[config.mk]
export PLATFORM = sky130hd
export DESIGN_NAME = pipe_add
export DESIGN_NICKNAME = d
export VERILOG_FILES = /design/src/rtl/add_slice.sv /design/src/rtl/pipe_add.sv
export SDC_FILE = /design/constraint.sdc
export NUM_CORES = 1
export LEC_CHECK = 0
export ABC_CLOCK_PERIOD_IN_PS = 7900
export CELL_PAD_IN_SITES_DETAIL_PLACEMENT = 1
export CELL_PAD_IN_SITES_GLOBAL_PLACEMENT = 1
export CORE_MARGIN = 2
export CORE_UTILIZATION = 45
export CTS_CLUSTER_DIAMETER = 100
export CTS_CLUSTER_SIZE = 10
export DETAILED_ROUTE_END_ITERATION = 8
export PLACE_DENSITY_LB_ADDON = 0.1
export SYNTH_ARGS = -nofsm -noshare
export SYNTH_HDL_FRONTEND = slang
export SYNTH_SLANG_ARGS = --single-unit
[constraint.sdc]
create_clock -name clock -period 7.9 [get_ports clock]
set_input_delay 2.37 -clock clock [delete_from_list [all_inputs] [get_ports clock]]
set_output_delay 2.37 -clock clock [all_outputs]
set_load 0.02 [all_outputs]
[src/rtl/add_slice.sv]
`timescale 1ns/1ps
`default_nettype none
// ============================================================================
// Module   : add_slice
// Purpose  : Combinational CW-bit adder with carry-in and carry-out. One
//            instance sits in every pipeline stage of pipe_add and adds one
//            operand chunk.
// Ports    : a_i  [CW-1:0]  operand A chunk
//            b_i  [CW-1:0]  effective operand B chunk (already inverted on
//                           subtract)
//            c_i            carry into the chunk LSB
//            s_o  [CW-1:0]  chunk sum
//            c_o            carry out of the chunk MSB
// Revision : 1.0 - initial release
// ============================================================================
module add_slice #(
   parameter int CW = 8
) (
   input  logic [CW-1:0] a_i,
   input  logic [CW-1:0] b_i,
   input  logic          c_i,
   output logic [CW-1:0] s_o,
   output logic          c_o
);

   // Widen by one bit so the carry out falls naturally into the top bit.
   assign {c_o, s_o} = {1'b0, a_i} + {1'b0, b_i} + {{CW{1'b0}}, c_i};

endmodule
`default_nettype wire

[src/rtl/pipe_add.sv]
`timescale 1ns/1ps
`default_nettype none
// ============================================================================
// Module   : pipe_add
// Purpose  : Pipelined WIDTH-bit add/subtract unit. Operands are split into
//            STAGES chunks of CW = WIDTH/STAGES bits; the carry ripples one
//            chunk per clock so the critical path is one CW-bit adder no
//            matter how wide the datapath grows. Valid/ready on both sides,
//            one operation per cycle, latency STAGES edges (the accept edge
//            counts as the first).
// Ports    : clock               rising-edge clock
//            reset               asynchronous active-high reset
//            in_valid / in_ready input handshake for A, B, Sub, Cin
//            A, B    [WIDTH-1:0] operands
//            Sub                 0: A+B+Cin   1: A-B-Cin (Cin is borrow-in)
//            Cin                 carry-in / borrow-in
//            out_valid/out_ready output handshake for C, Cout, Overflow
//            C       [WIDTH-1:0] result modulo 2^WIDTH
//            Cout                carry out of MSB (subtract: 1 = no borrow)
//            Overflow            two's-complement signed overflow
// Revision : 1.0 - initial release
// ============================================================================
module pipe_add #(
   parameter int WIDTH  = 32,
   parameter int STAGES = 4
) (
   input  logic             clock,
   input  logic             reset,
   input  logic             in_valid,
   output logic             in_ready,
   input  logic [WIDTH-1:0] A,
   input  logic [WIDTH-1:0] B,
   input  logic             Sub,
   input  logic             Cin,
   output logic             out_valid,
   input  logic             out_ready,
   output logic [WIDTH-1:0] C,
   output logic             Cout,
   output logic             Overflow
);

   localparam int CW  = WIDTH / STAGES;
   localparam int MSB = WIDTH - 1;

   if (STAGES < 1 || (WIDTH % STAGES) != 0) begin : g_bad_cfg
      $error("pipe_add: WIDTH must be a positive multiple of STAGES");
   end

   // ------------------------------------------------------------------------
   // Handshake: the whole pipe advances as one unit. It may move whenever the
   // output slot is empty or is being drained this cycle.
   // ------------------------------------------------------------------------
   logic             w_adv;
   logic             w_accept;
   logic [WIDTH-1:0] w_beff;
   logic             w_c0;

   assign w_adv    = ~out_valid | out_ready;
   assign in_ready = w_adv & ~reset;
   assign w_accept = in_valid & in_ready;

   // Subtract is A + ~B + (1 - borrow_in).
   assign w_beff = Sub ? ~B : B;
   assign w_c0   = Sub ^ Cin;

   // ------------------------------------------------------------------------
   // Stage k adds chunk k. It keeps the result chunks 0..k, its carry, the
   // operand chunks that are still to be added, both operand sign bits and a
   // valid flag. Data registers only load when a real operation arrives, so
   // bubbles never disturb them and undriven inputs never reach them.
   // ------------------------------------------------------------------------
   for (genvar k = 0; k < STAGES; k++) begin : g_stage
      localparam int LO  = k * CW;
      // Operand bits above this stage's chunk, still waiting to be added.
      localparam int REM = WIDTH - LO - CW;

      logic [CW-1:0]    w_a;
      logic [CW-1:0]    w_b;
      logic             w_cin;
      logic             w_vin;
      logic             w_sa;
      logic             w_sb;
      logic [CW-1:0]    w_sum;
      logic             w_cout;
      logic [LO+CW-1:0] res_d;

      logic [LO+CW-1:0] res_q;
      logic             carry_q;
      logic             sa_q;
      logic             sb_q;
      logic             valid_q;

      add_slice #(
         .CW (CW)
      ) u_slice (
         .a_i (w_a),
         .b_i (w_b),
         .c_i (w_cin),
         .s_o (w_sum),
         .c_o (w_cout)
      );

      if (k == 0) begin : g_head
         assign w_a   = A[CW-1:0];
         assign w_b   = w_beff[CW-1:0];
         assign w_cin = w_c0;
         assign w_vin = w_accept;
         assign w_sa  = A[MSB];
         assign w_sb  = w_beff[MSB];
         assign res_d = w_sum;
      end else begin : g_body
         // Lowest remaining chunk of the previous stage is this stage's chunk.
         assign w_a   = g_stage[k-1].g_rem.a_rem_q[CW-1:0];
         assign w_b   = g_stage[k-1].g_rem.b_rem_q[CW-1:0];
         assign w_cin = g_stage[k-1].carry_q;
         assign w_vin = g_stage[k-1].valid_q;
         assign w_sa  = g_stage[k-1].sa_q;
         assign w_sb  = g_stage[k-1].sb_q;
         assign res_d = {w_sum, g_stage[k-1].res_q};
      end

      if (REM > 0) begin : g_rem
         logic [REM-1:0] a_rem_d;
         logic [REM-1:0] b_rem_d;
         logic [REM-1:0] a_rem_q;
         logic [REM-1:0] b_rem_q;

         if (k == 0) begin : g_src_in
            assign a_rem_d = A[WIDTH-1:CW];
            assign b_rem_d = w_beff[WIDTH-1:CW];
         end else begin : g_src_prev
            // Drop the chunk consumed here, pass the rest down the pipe.
            assign a_rem_d = g_stage[k-1].g_rem.a_rem_q[REM+CW-1:CW];
            assign b_rem_d = g_stage[k-1].g_rem.b_rem_q[REM+CW-1:CW];
         end

         always_ff @(posedge clock or posedge reset) begin
            if (reset) begin
               a_rem_q <= '0;
               b_rem_q <= '0;
            end else if (w_adv && w_vin) begin
               a_rem_q <= a_rem_d;
               b_rem_q <= b_rem_d;
            end
         end
      end

      always_ff @(posedge clock or posedge reset) begin
         if (reset) begin
            valid_q <= 1'b0;
            res_q   <= '0;
            carry_q <= 1'b0;
            sa_q    <= 1'b0;
            sb_q    <= 1'b0;
         end else if (w_adv) begin
            valid_q <= w_vin;
            if (w_vin) begin
               res_q   <= res_d;
               carry_q <= w_cout;
               sa_q    <= w_sa;
               sb_q    <= w_sb;
            end
         end
      end
   end

   // ------------------------------------------------------------------------
   // Outputs come straight from the last stage register. Overflow is decoded
   // from registered sign bits only, so no input reaches an output
   // combinationally.
   // ------------------------------------------------------------------------
   assign out_valid = g_stage[STAGES-1].valid_q;
   assign C         = g_stage[STAGES-1].res_q;
   assign Cout      = g_stage[STAGES-1].carry_q;
   assign Overflow  = (g_stage[STAGES-1].sa_q == g_stage[STAGES-1].sb_q) &&
                      (C[MSB] != g_stage[STAGES-1].sa_q);

endmodule
`default_nettype wire

==> metrics.yaml <==
fin_util: 0.5499
maxCapViolCount: 0
cts_setup_buffers: 0
hold_path.class: "reg2reg"
critPathLaunch: "out_ready"
cts_root_buf: "clkbuf_16"
drive_above_1_share: 0.2118
die_h_um: 141.5
grt_overflow: 0
drv_slew: 0
fillCellCount: 1927
drt-initial-drc-count: 148
yosysWarnings: 0
run_status: "finished clean"
die_area_mm2: 0.02003
drt.antenna.violating_nets: 0
route.detailed.drc: 0
post_cts_resized: 0
grt_pass1_wl_mm: 29.68
cts_hold_buf: 0
initial_core_util: 0.4565
r2r_start: "g_stage[1].carry_q$_DFFE_PP0P_"
vias: 5437
power_density_mw_per_mm2: 393.7
io_buffers: 105
syn-instance-count: 707
path_max_fanout: 4
core_area_mm2: 0.01864
fin_crit_sh: 0.7992
fin_skew_ps: 8.197
critPathKind: "in2out"
p_leak_uw: 0.004543
vias_per_cell: 5.173
finalHoldViolations: 0
ys_seq_area_frac: 0.5469
grt_start_max_net_pins: 80
setup_viol: 0
ir_drop_uv: 159.9
hpwl_mm: 12.31
postRouteWirelength_mm: 17.82
hp-start: "g_stage[0].res_q[0]$_DFFE_PP0P_"
yosysMostFrequentCell: "dfrtp_1"
synth_top_area_cell: "dfrtp_1"
finalCriticalPeriod_ps: 6314
max_clock_freq_ghz: 0.1584
synthTopCellsByCount: "186 x dfrtp_1, 116 x nand2_1, 103 x mux2_2, 42 x nor2_1, 34 x o21ai_0"
worst_ep_required_time_ps: 5530
ys.flop_type: "dfrtp_1"
rsz0062_at_grt: "no"
relSlewSlack: 0.2024
syn_avg_cell_area_um2: 12.04
synth_cell_types: 33
tightestPinTransition_ps: 1192
fp.dieW_um: 141.5
synth-edff-count: 0
numCtsBuffers: 17
cp-end-kind: "output port"
dr.pass1.iters: 6
syn_nets: 813
cts.sinks: 186
wire_per_inst_um: 16.96
ioPinCount: 106
place.gp.congestion: 0.7710
reg2reg_slack_ps: 5620
clkLatencyLatePin_ps: 430
first_global_vias: 5975
grt_usage: 0.1888
cts_tree: "built"
yosys-top-cells-area: "dfrtp_1 55%, mux2_2 14%, nand2_1 5.1%"
timing.setup.tns_ps: 0
cp.arrival_ps: 3940
antenna_found_initial: 0
antenna_cells: 0
p_total_uw: 4036
cts_max_level: 4
fin_nets: 910
cp-start-kind: "input pin"
synth_area_mm2: 0.008511
netlist.area_leader.share: 0.5469
synthArstFlopShare: 1.000
ys_ff_latch: 186
path_clk_slew_ps: 60
syn2layout_area_growth_pct: 20.46
std_cell_rows: 50
cts.path.max_buffers: 2
layer usage:
layer	track usage	vias to the layer above	routed length, um
met5	0	-	0
met4	0.06000	0	240
met3	0.03611	23	627
met2	0.3288	89	8994
met1	0.2388	2726	7961
li1	-	2599	-
flip-flops by register name, indices dropped and copies added (netlist names):
register / count
g_stage.valid_q: 3
g_stage.carry_q: 3
g_stage.g_rem.a_rem_q: 48
C: 32
g_stage.g_rem.b_rem_q: 48
g_stage.res_q: 48
Cout: 1
out_valid: 1
g_stage.sb_q: 1
g_stage.sa_q: 1
through the flow:
step | instance area [um2] | std cells | hold slack (ps) | setup WS (ps)
after floorplan | 8511 | 707 | 441.7 | 354.6
after global placement | 9672 | 1019 | 452.9 | 1608
after detailed placement | 9672 | 1019 | 463.5 | 1604
after CTS | 10250 | 1051 | 480.1 | 1584
after global routing | 10250 | 1051 | 510.0 | 1531
final | 10250 | 1051 | 477.0 | 1586
where the power goes:
part	switching, uW	internal, uW
clock network	383	451
logic	793	812
registers	237	1360
area by class of cell:
class	count	area, um2	area share
Sequential cell	186	4654	0.4540
Multi-Input combinational cell	476	3587	0.3499
Timing Repair Buffer	110	1084	0.1057
Clock buffer	18	439.2	0.04284
Tap cell	234	292.8	0.02856
Clock inverter	14	141.4	0.01379
Inverter	13	53.80	0.005248
worst max-delay path: stages:
cell             delay (ps)
clkdlybuf4s50_1         470
and2b_1                 300
nor2_1                  170
clkdlybuf4s50_1         630
cells by family after synthesis:
family,synth area share
adder cells (fa/ha/maj),0.05998
XOR/XNOR,0.05146
AO/OA/AOI/OAI,0.09130
buffers and inverters,0.03249
multiplexers,0.1363
AND/OR/NAND/NOR,0.08159
flip-flops,0.5469
cells in the final DEF, fill, tap and decap left out, drive strengths merged, types with 3 or more instances in the layout:
cell	count
clkdlybuf4s50	104
clkbuf	18
nor2	42
nor2b	3
o31ai	8
nand2	116
buf	6
o211ai	4
xor2	22
fa	8
clkinv	8
o21ai	37
dfrtp	186
a21oi	43
a211oi	9
inv	17
a21o	4
xnor2	28
mux2	103
ha	28
nand2b	8
final timing paths:
kind | endpoint | cells past startpoint
worst max-delay path | in_ready | 4
worst min-delay path | g_stage[0].res_q[0]$_DFFE_PP0P_ | 2
worst max register to register | g_stage[2].res_q[22]$_DFFE_PP0P_ | 8
worst min register to register | g_stage[0].res_q[0]$_DFFE_PP0P_ | 2
max in group asynchronous | g_stage[0].g_rem.b_rem_q[9]$_DFFE_PP0P_ | 3
min in group asynchronous | g_stage[0].g_rem.b_rem_q[3]$_DFFE_PP0P_ | 2
(Power assumes the default switching activity.)
